$ cat config.mk
export PLATFORM = sky130hd
export DESIGN_NAME = gsn_mac_pipe
export DESIGN_NICKNAME = d
export VERILOG_FILES = /design/src/rtl/gsn_mac_pkg.sv /design/src/rtl/gsn_mac_mul_pipe.sv /design/src/rtl/gsn_mac_pipe.sv
export SDC_FILE = /design/constraint.sdc
export NUM_CORES = 1
export LEC_CHECK = 0
export CAP_MARGIN = 15
export CORE_ASPECT_RATIO = 0.75
export CORE_MARGIN = 5
export CORE_UTILIZATION = 50
export CTS_CLUSTER_SIZE = 12
export DETAILED_ROUTE_END_ITERATION = 6
export GPL_TIMING_DRIVEN = 1
export PLACE_DENSITY = 0.74
export SYNTH_ARGS = -nofsm -noshare
export SYNTH_HDL_FRONTEND = slang
export SYNTH_HIERARCHICAL = 1
export SYNTH_SLANG_ARGS = --single-unit
export TNS_END_PERCENT = 100
$ cat constraint.sdc
create_clock -name clk -period 13.1 [get_ports clk]
set_clock_uncertainty 0.15 [all_clocks]
set_input_delay 2.62 -clock clk [delete_from_list [all_inputs] [get_ports clk]]
set_output_delay 2.62 -clock clk [all_outputs]
set_load 0.005 [all_outputs]
$ cat src/rtl/gsn_mac_pkg.sv
// Shared constants and elaboration helpers for the Gaussian-smoothing MAC.
package gsn_mac_pkg;

  localparam bit MODE_UNSIGNED = 1'b0;
  localparam bit MODE_SIGNED   = 1'b1;

  // Widest accumulator the saturation helper can describe.
  localparam int MAX_ACC_WIDTH = 63;

  // Clamp value for an accumulator of the given width, as a raw bit pattern
  // in the low 'width' bits. For signed mode the minimum is 100..0.
  function automatic logic [63:0] sat_limit(input int width, input bit mode,
                                            input bit want_max);
    logic [63:0] one;
    one = 64'd1;
    if (mode == MODE_SIGNED) begin
      return want_max ? ((one << (width - 1)) - one) : (one << (width - 1));
    end
    return want_max ? ((one << width) - one) : 64'd0;
  endfunction

  // Parameter legality: the accumulator must hold a full product and the pipe
  // needs at least an operand stage plus the accumulator stage.
  function automatic bit params_ok(input int a_width, input int b_width,
                                   input int acc_width, input int num_stage);
    return (a_width > 0) && (b_width > 0) &&
           (acc_width >= a_width + b_width) &&
           (acc_width <= MAX_ACC_WIDTH) &&
           (num_stage >= 2);
  endfunction

endpackage

$ cat src/rtl/gsn_mac_mul_pipe.sv
// Operand register, multiplier and product delay line. Valid/first/last
// travel alongside the product; everything moves only on i_adv.
module gsn_mac_mul_pipe
  import gsn_mac_pkg::*;
#(
  parameter int A_WIDTH   = 11,
  parameter int B_WIDTH   = 11,
  parameter int NUM_STAGE = 4,
  parameter bit SIGNED    = MODE_SIGNED
) (
  input  logic                       clk,
  input  logic                       reset,
  input  logic                       i_adv,
  input  logic                       i_valid,
  input  logic [A_WIDTH-1:0]         i_a,
  input  logic [B_WIDTH-1:0]         i_b,
  input  logic                       i_first,
  input  logic                       i_last,
  output logic                       o_valid,
  output logic                       o_first,
  output logic                       o_last,
  output logic [A_WIDTH+B_WIDTH-1:0] o_product
);

  localparam int P_WIDTH = A_WIDTH + B_WIDTH;

  logic [A_WIDTH-1:0] r_a;
  logic [B_WIDTH-1:0] r_b;
  logic               r_v1;
  logic               r_f1;
  logic               r_l1;
  logic [P_WIDTH-1:0] w_prod;

  // Stage-1 sidebands: cleared by reset so in-flight beats are discarded.
  always_ff @(posedge clk or negedge reset) begin
    if (!reset) begin
      r_v1 <= 1'b0;
      r_f1 <= 1'b0;
      r_l1 <= 1'b0;
    end else if (i_adv) begin
      r_v1 <= i_valid;
      r_f1 <= i_first;
      r_l1 <= i_last;
    end
  end

  // Stage-1 operand capture.
  // NOTE: datapath registers carry no reset; the valid sideband qualifies
  // them, and leaving reset off lets synthesis pack them into the DSP block.
  always_ff @(posedge clk) begin
    if (i_adv) begin
      r_a <= i_a;
      r_b <= i_b;
    end
  end

  // Full-precision product; operands are widened before the multiply so the
  // result width is explicit in both modes.
  always_comb begin
    // NOTE: combinational blocks use blocking '=' with every output given a
    // value on every path, which keeps synthesis from inferring a latch.
    w_prod = '0;
    if (SIGNED == MODE_SIGNED) begin
      w_prod = P_WIDTH'($signed(r_a)) * P_WIDTH'($signed(r_b));
    end else begin
      w_prod = P_WIDTH'(r_a) * P_WIDTH'(r_b);
    end
  end

  if (NUM_STAGE == 2) begin : g_no_delay
    assign o_valid   = r_v1;
    assign o_first   = r_f1;
    assign o_last    = r_l1;
    assign o_product = w_prod;
  end else begin : g_delay
    localparam int DEPTH = NUM_STAGE - 2;

    logic [P_WIDTH-1:0] r_p [DEPTH];
    logic [DEPTH-1:0]   r_v;
    logic [DEPTH-1:0]   r_f;
    logic [DEPTH-1:0]   r_l;

    // Sideband shift register for the product stages.
    always_ff @(posedge clk or negedge reset) begin
      if (!reset) begin
        r_v <= '0;
        r_f <= '0;
        r_l <= '0;
      end else if (i_adv) begin
        r_v[0] <= r_v1;
        r_f[0] <= r_f1;
        r_l[0] <= r_l1;
        for (int i = 1; i < DEPTH; i++) begin
          r_v[i] <= r_v[i-1];
          r_f[i] <= r_f[i-1];
          r_l[i] <= r_l[i-1];
        end
      end
    end

    // Product delay line.
    always_ff @(posedge clk) begin
      if (i_adv) begin
        r_p[0] <= w_prod;
        for (int i = 1; i < DEPTH; i++) begin
          r_p[i] <= r_p[i-1];
        end
      end
    end

    assign o_valid   = r_v[DEPTH-1];
    assign o_first   = r_f[DEPTH-1];
    assign o_last    = r_l[DEPTH-1];
    assign o_product = r_p[DEPTH-1];
  end

endmodule

$ cat src/rtl/gsn_mac_pipe.sv
// Pipelined multiply-accumulate for the Gaussian smoothing datapath. Products
// of a frame (first/last delimited) are summed with saturation; one result
// per frame leaves on a valid/ready port. Backpressure stalls the whole pipe.
module gsn_mac_pipe
  import gsn_mac_pkg::*;
#(
  parameter int A_WIDTH   = 11,
  parameter int B_WIDTH   = 11,
  parameter int ACC_WIDTH = 26,
  parameter int NUM_STAGE = 4,
  parameter bit SIGNED    = MODE_SIGNED
) (
  input  logic                 clk,
  input  logic                 reset,
  input  logic                 ce,
  input  logic                 in_valid,
  output logic                 in_ready,
  input  logic [A_WIDTH-1:0]   din0,
  input  logic [B_WIDTH-1:0]   din1,
  input  logic                 in_first,
  input  logic                 in_last,
  output logic                 out_valid,
  input  logic                 out_ready,
  output logic [ACC_WIDTH-1:0] dout,
  output logic                 dout_sat
);

  localparam int P_WIDTH = A_WIDTH + B_WIDTH;
  localparam logic [ACC_WIDTH-1:0] SAT_MAX =
    ACC_WIDTH'(sat_limit(ACC_WIDTH, SIGNED, 1'b1));
  localparam logic [ACC_WIDTH-1:0] SAT_MIN =
    ACC_WIDTH'(sat_limit(ACC_WIDTH, SIGNED, 1'b0));

  if (!params_ok(A_WIDTH, B_WIDTH, ACC_WIDTH, NUM_STAGE)) begin : g_bad_params
    $error("gsn_mac_pipe: ACC_WIDTH must be >= A_WIDTH+B_WIDTH and NUM_STAGE >= 2");
  end

  logic                 w_adv;
  logic                 w_pv;
  logic                 w_pf;
  logic                 w_pl;
  logic [P_WIDTH-1:0]   w_prod;
  logic [ACC_WIDTH-1:0] w_ext;
  logic [ACC_WIDTH:0]   w_sum;
  logic                 w_ovf;
  logic                 w_start;
  logic [ACC_WIDTH-1:0] w_acc_next;
  logic                 w_sat_next;

  logic [ACC_WIDTH-1:0] r_acc;
  logic                 r_sat_sticky;
  logic                 r_frame_open;
  logic [ACC_WIDTH-1:0] r_dout;
  logic                 r_dout_sat;
  logic                 r_out_valid;

  // The pipe advances unless a held result is waiting on downstream.
  assign w_adv     = ce && !(r_out_valid && !out_ready);
  assign in_ready  = w_adv;
  assign out_valid = r_out_valid;
  assign dout      = r_dout;
  assign dout_sat  = r_dout_sat;

  gsn_mac_mul_pipe #(
    .A_WIDTH   (A_WIDTH),
    .B_WIDTH   (B_WIDTH),
    .NUM_STAGE (NUM_STAGE),
    .SIGNED    (SIGNED)
  ) u_mul (
    .clk       (clk),
    .reset     (reset),
    .i_adv     (w_adv),
    .i_valid   (in_valid),
    .i_a       (din0),
    .i_b       (din1),
    .i_first   (in_first),
    .i_last    (in_last),
    .o_valid   (w_pv),
    .o_first   (w_pf),
    .o_last    (w_pl),
    .o_product (w_prod)
  );

  // Next accumulator value: restart on a frame start, otherwise a saturating
  // add computed one bit wider than the accumulator to expose overflow.
  always_comb begin
    w_ext      = '0;
    w_sum      = '0;
    w_ovf      = 1'b0;
    w_acc_next = r_acc;
    w_sat_next = r_sat_sticky;
    if (SIGNED == MODE_SIGNED) begin
      w_ext = ACC_WIDTH'($signed(w_prod));
      w_sum = (ACC_WIDTH+1)'($signed(r_acc)) + (ACC_WIDTH+1)'($signed(w_ext));
      w_ovf = w_sum[ACC_WIDTH] != w_sum[ACC_WIDTH-1];
    end else begin
      w_ext = ACC_WIDTH'(w_prod);
      w_sum = {1'b0, r_acc} + {1'b0, w_ext};
      w_ovf = w_sum[ACC_WIDTH];
    end
    w_start = w_pf || !r_frame_open;
    if (w_start) begin
      w_acc_next = w_ext;
      w_sat_next = 1'b0;
    end else if (w_ovf) begin
      // Signed: the extra top bit is the true sign, so it picks the rail.
      if (SIGNED == MODE_SIGNED) begin
        w_acc_next = w_sum[ACC_WIDTH] ? SAT_MIN : SAT_MAX;
      end else begin
        w_acc_next = SAT_MAX;
      end
      w_sat_next = 1'b1;
    end else begin
      w_acc_next = w_sum[ACC_WIDTH-1:0];
      w_sat_next = r_sat_sticky;
    end
  end

  // Accumulator stage: consumes one product beat per advance.
  always_ff @(posedge clk or negedge reset) begin
    if (!reset) begin
      r_acc        <= '0;
      r_sat_sticky <= 1'b0;
      r_frame_open <= 1'b0;
    end else if (w_adv && w_pv) begin
      r_acc        <= w_acc_next;
      r_sat_sticky <= w_sat_next;
      r_frame_open <= !w_pl;
    end
  end

  // Output register and handshake: a last beat loads a new result, which may
  // replace one being accepted on the same edge without a bubble.
  always_ff @(posedge clk or negedge reset) begin
    if (!reset) begin
      r_out_valid <= 1'b0;
      r_dout      <= '0;
      r_dout_sat  <= 1'b0;
    end else if (ce) begin
      if (r_out_valid && out_ready) begin
        r_out_valid <= 1'b0;
      end
      if (w_adv && w_pv && w_pl) begin
        r_out_valid <= 1'b1;
        r_dout      <= w_acc_next;
        r_dout_sat  <= w_sat_next;
      end
    end
  end

endmodule

# Word level (Yosys, flattened, before mapping)
# Memory sizes are Yosys's and may differ from the RTL's.
# Index checks and enable logic that the tools add are counted.
# totals
ff_bits,87
latch_bits,0
ram_bits,44
rom_bits,0
in_bits,29
out_inout_bits,29
word_cells,40
memories,1
# memory_table
name,depth,word_bits,read_ports,rd_ports_with_merged_regs,wr,line,source
u_mul.g_delay.r_p,2,22,2,0,2,gsn_mac_mul_pipe.sv:78,logic [P_WIDTH-1:0] r_p [DEPTH];
# classes
add_sub_neg,1
mul,1
n_div,0
order_cmp,0
n_eq_ne,1
n_shift,0
n_mux,9
n_bitwise,0
n_reduce_logical,13
# op_table
op,count
26-bit 2-to-1 mux,3
26-bit by 22-bit adder with 27-bit output,1
11-bit by 11-bit multiplier with 22-bit output,1
1-bit 2-to-1 mux,6
1-bit logical AND,5
1-bit zero test,4
2-bit AND reduction,2
2-bit nonzero test,1
1-bit logical OR,1
1-bit inequality test,1

# Logic depth before layout (Yosys ltp)
# depth
depth_word,8
ltp_mapped,20
mapped_depth_nobuf,19

# By module
# The synthesis kept the hierarchy.
# modules_own_cells
module,instances,cells_each,area_each_um2,seq_area_each_um2
gsn_mac_mul_pipe,1,664,7308.3,2207.1
gsn_mac_pipe,1,493,4144.0,1401.3

# Worst setup path before layout
# Ideal clock, no wire load.
# synth_timing
path_type,input -> output
startpoint,in out_ready
endpoint,out in_ready
t_arrival_ns,7.719
required_time_ns,10.330
setup_slack_ns,2.611
cell_stages,2
path_buffers,0
path_cell_list,inv_1 > a21boi_0
# synth_via
elab_chain_cells,4
# synth_rtl
element,line,source
from (decl),gsn_mac_pipe.sv:23,"input logic out_ready,"
1-bit zero test,gsn_mac_pipe.sv:58,assign w_adv = ce && !(r_out_valid && !out_ready);
1-bit logical AND,gsn_mac_pipe.sv:58,
1-bit zero test,gsn_mac_pipe.sv:58,
1-bit logical AND,gsn_mac_pipe.sv:58,
to (decl),gsn_mac_pipe.sv:17,"output logic in_ready,"
# Every way passes these cells.

# Final worst setup path
# Ends and elaborated chain as after synthesis.

==> metrics.txt <==
Die ar.=approximately 26000 um^2; Fill cells=slightly below 2000; most frequent cells in the layout=inv_1 (163), nand2_1 (140), fa_1 (118), nor2_1 (79), ha_1 (73); CTS root buffer=clkbuf_16; clk_lat worst skew=roughly 0.43 ns; CTS sink cnt=roughly 130; Max Fclk=143.1 MHz; Slew HR=0.2560; routed len/inst=between 15 and 20 um; crit path max fanout=20; worst setup path class=in2out; post-synthesis cell type count=~70; CTS Buffer Depth=2; Setup crit start kind=input pin; minimum clock period=6.989 ns; Antenna Cells=0; pre-CTS setup slack=roughly 6.1 ns; Slew @ Worst Pin=between 1 and 1.5 ns; Clock transition at path regs=0.06 ns; mapped cell area=11450 um^2; setup bufs post-CTS=0; final wirelength=24170 um; die width=184.8 um; setup violators final=0; GRT met2 Usage=0.3060; busiest grt layer=met2; Synth Area per Inst=between 9 and 10 um^2; Final ANT Viol Nets=0; Ys Warns=6; io pins=58; num rows=48; number of global-route vias before repair=between 8000 and 9000; All-Layer GR Usage=0.1964; Hold Path Stages=0; initial core utilization=0.5031; status=complete, no violations; Max Slew Vio Count=0; Placed Cells=1453; syn_nets=1377; WP data required=between 10 and 15 ns; Iteration-0 DRC Markers=445; multi-input logic area=between 6000 and 7000 um^2; met1 global-route usage=0.2777; routed vias/inst=about 5.6; layout cells sized above 1=0.05992; grt met3 use=0.04798; final instance count without filler cells=approximately 1500; Final WS setup=6.111 ns; via count=slightly above 8000; Resized Gates After CTS=0; #FFs+latches synth=about 130; H-tree lvl count=4; CTS buffer count=17; Worst EP arrival=around 4.2 ns; register area=approximately 3600 um^2; Top FF cell, synth=edfxtp_1; Hold Crit Class=reg2reg; Detailed Routing Iterations Pass 1=5; first-pass GRT wire length=slightly above 40000 um; EDFF count, synth=66; Die Height=around 140 um; Port Buffers=57; Worst Setup End Kind=output port; Post-CTS Hold Buffers=0; asr flop ratio synth=0.4962; HPWL Detailed=between 15000 and 20000 um; post-synthesis sequential area ratio=0.3151; R2R depth=16; CTS tree=yes; Final #Nets=~1400; synthesis-to-finish area growth=10.84%; gpl congestion=about 0.86; antenna violations before repair=0; Hold Vio Cnt, Final=0; DRC Markers=0; final setup TNS=0 ns; total congestion overflow=0; max-cap violation count=0; Core Box Area=approximately 23000 um^2; unrepaired setup endpoints after global routing=no; final worst path period share=0.5335; largest net degree at the start of global routing=66; Gate Count Post-Synth=around 1200; commonest non-fill, non-tap cell in the layout=inv_1
## cell type report
cell class / count / area share
Clock buffer: 19 / 0.03411
Tap cell: 300 / 0.02957
Sequential cell: 131 / 0.2843
Inverter: 163 / 0.04820
Clock inverter: 13 / 0.01252
Timing Repair Buffer: 63 / 0.04810
Multi-Input combinational cell: 796 / 0.5432
## cell usage after synthesis (2+ instances only)
cell         n  area share
ha_1        73       0.080
fa_1       118        0.21
xor2_1      16       0.012
nor2_1      79       0.026
inv_1      163       0.053
a21oi_1     59       0.026
clkbuf_1    38       0.012
o31ai_1      6      0.0039
a31oi_1      5      0.0027
a221o_1     21       0.018
and3_1       4      0.0022
edfxtp_1    66        0.17
mux2i_1      2      0.0017
o211ai_1     5      0.0033
and2_1      56       0.031
buf_2        5      0.0022
a221oi_1     3      0.0023
o21ai_0     25       0.011
mux2_2      10      0.0098
o21bai_1     7      0.0046
o21a_1       6      0.0039
a2111oi_2    3      0.0039
nor2b_1      6      0.0033
a211oi_1     8      0.0052
o21ai_1      3      0.0013
or3_1        4      0.0022
nand2b_1    10      0.0055
nor3_1      20      0.0087
nand4_1      5      0.0027
nand3b_1     2      0.0013
a21boi_0     4      0.0026
nor2_2       2      0.0011
xnor2_1     27       0.021
o31a_1       2      0.0015
o2bb2ai_1    2      0.0015
dfrtp_1     65        0.14
nand3_1      9      0.0039
buf_4       24       0.016
o221a_2      7      0.0069
nand2_1    140       0.046
o32ai_1     10      0.0076
a21o_1      11      0.0072
## per-layer routing
layer,share of wire,up-vias
li1,-,3873
met1,0.46,4076
met2,0.45,274
met3,0.076,26
met4,0.010,0
met5,0,-
## critical path, stage by stage
cell	delay (ns)
clkdlybuf4s50_1	0.48
inv_1	0.07
a21boi_4	0.13
buf_4	0.30
clkdlybuf4s50_1	0.61
## path summary, 6_finish.rpt
kind                                           from                       end  slack [ns]
max                                       out_ready                  in_ready        6.11
min                        u_mul/g_delay.r_p[0][21]  u_mul/g_delay.r_p[0][43]        0.27
max reg2reg                            u_mul/r_b[2]  u_mul/g_delay.r_p[0][20]        7.36
min reg2reg                u_mul/g_delay.r_p[0][21]  u_mul/g_delay.r_p[0][43]        0.27
max in group asynchronous                     reset                  dout[10]       10.02
min in group asynchronous                     reset                   dout[4]        2.23
## kinds of logic (layout without fill, tap and decap cells)
family / count (synthesis) / count (layout) / synth area share
AOI/OAI and AO/OA: 205 / 205 / 0.1314
xor gates and xnor gates: 43 / 43 / 0.03289
adders and majority gates: 191 / 191 / 0.2860
buffers and inverters: 230 / 258 / 0.08380
DFF: 131 / 131 / 0.3151
muxes: 12 / 12 / 0.01158
and+or+nand+nor: 345 / 345 / 0.1392
## state kept, by name (all words and copies together) (netlist names)
| signal | cells |
|---|---|
| dout | 26 |
| dout_sat | 1 |
| out_valid | 1 |
| r_acc | 26 |
| r_frame_open | 1 |
| r_sat_sticky | 1 |
| u_mul/g_delay.r_f | 2 |
| u_mul/g_delay.r_l | 2 |
| u_mul/g_delay.r_p | 44 |
| u_mul/g_delay.r_v | 2 |
| u_mul/r_a | 11 |
| u_mul/r_b | 11 |
| u_mul/r_f1 | 1 |
| u_mul/r_l1 | 1 |
| u_mul/r_v1 | 1 |
## metrics by stage
stage | hold slack (ns) | area [um^2] | utilization
2_1_floorplan | 0.2503 | 11450 | -
3_3_place_gp | 0.2508 | 12100 | 0.5317
3_5_place_dp | 0.2545 | 12100 | 0.5317
4_1_cts | 0.2646 | 12690 | 0.5577
5_1_grt | 0.2807 | 12690 | 0.5577
6_report | 0.2670 | 12690 | 0.5577
Power is not shown: default switching activity piles up to over one toggle a cycle in this logic, so the estimate is an artifact.
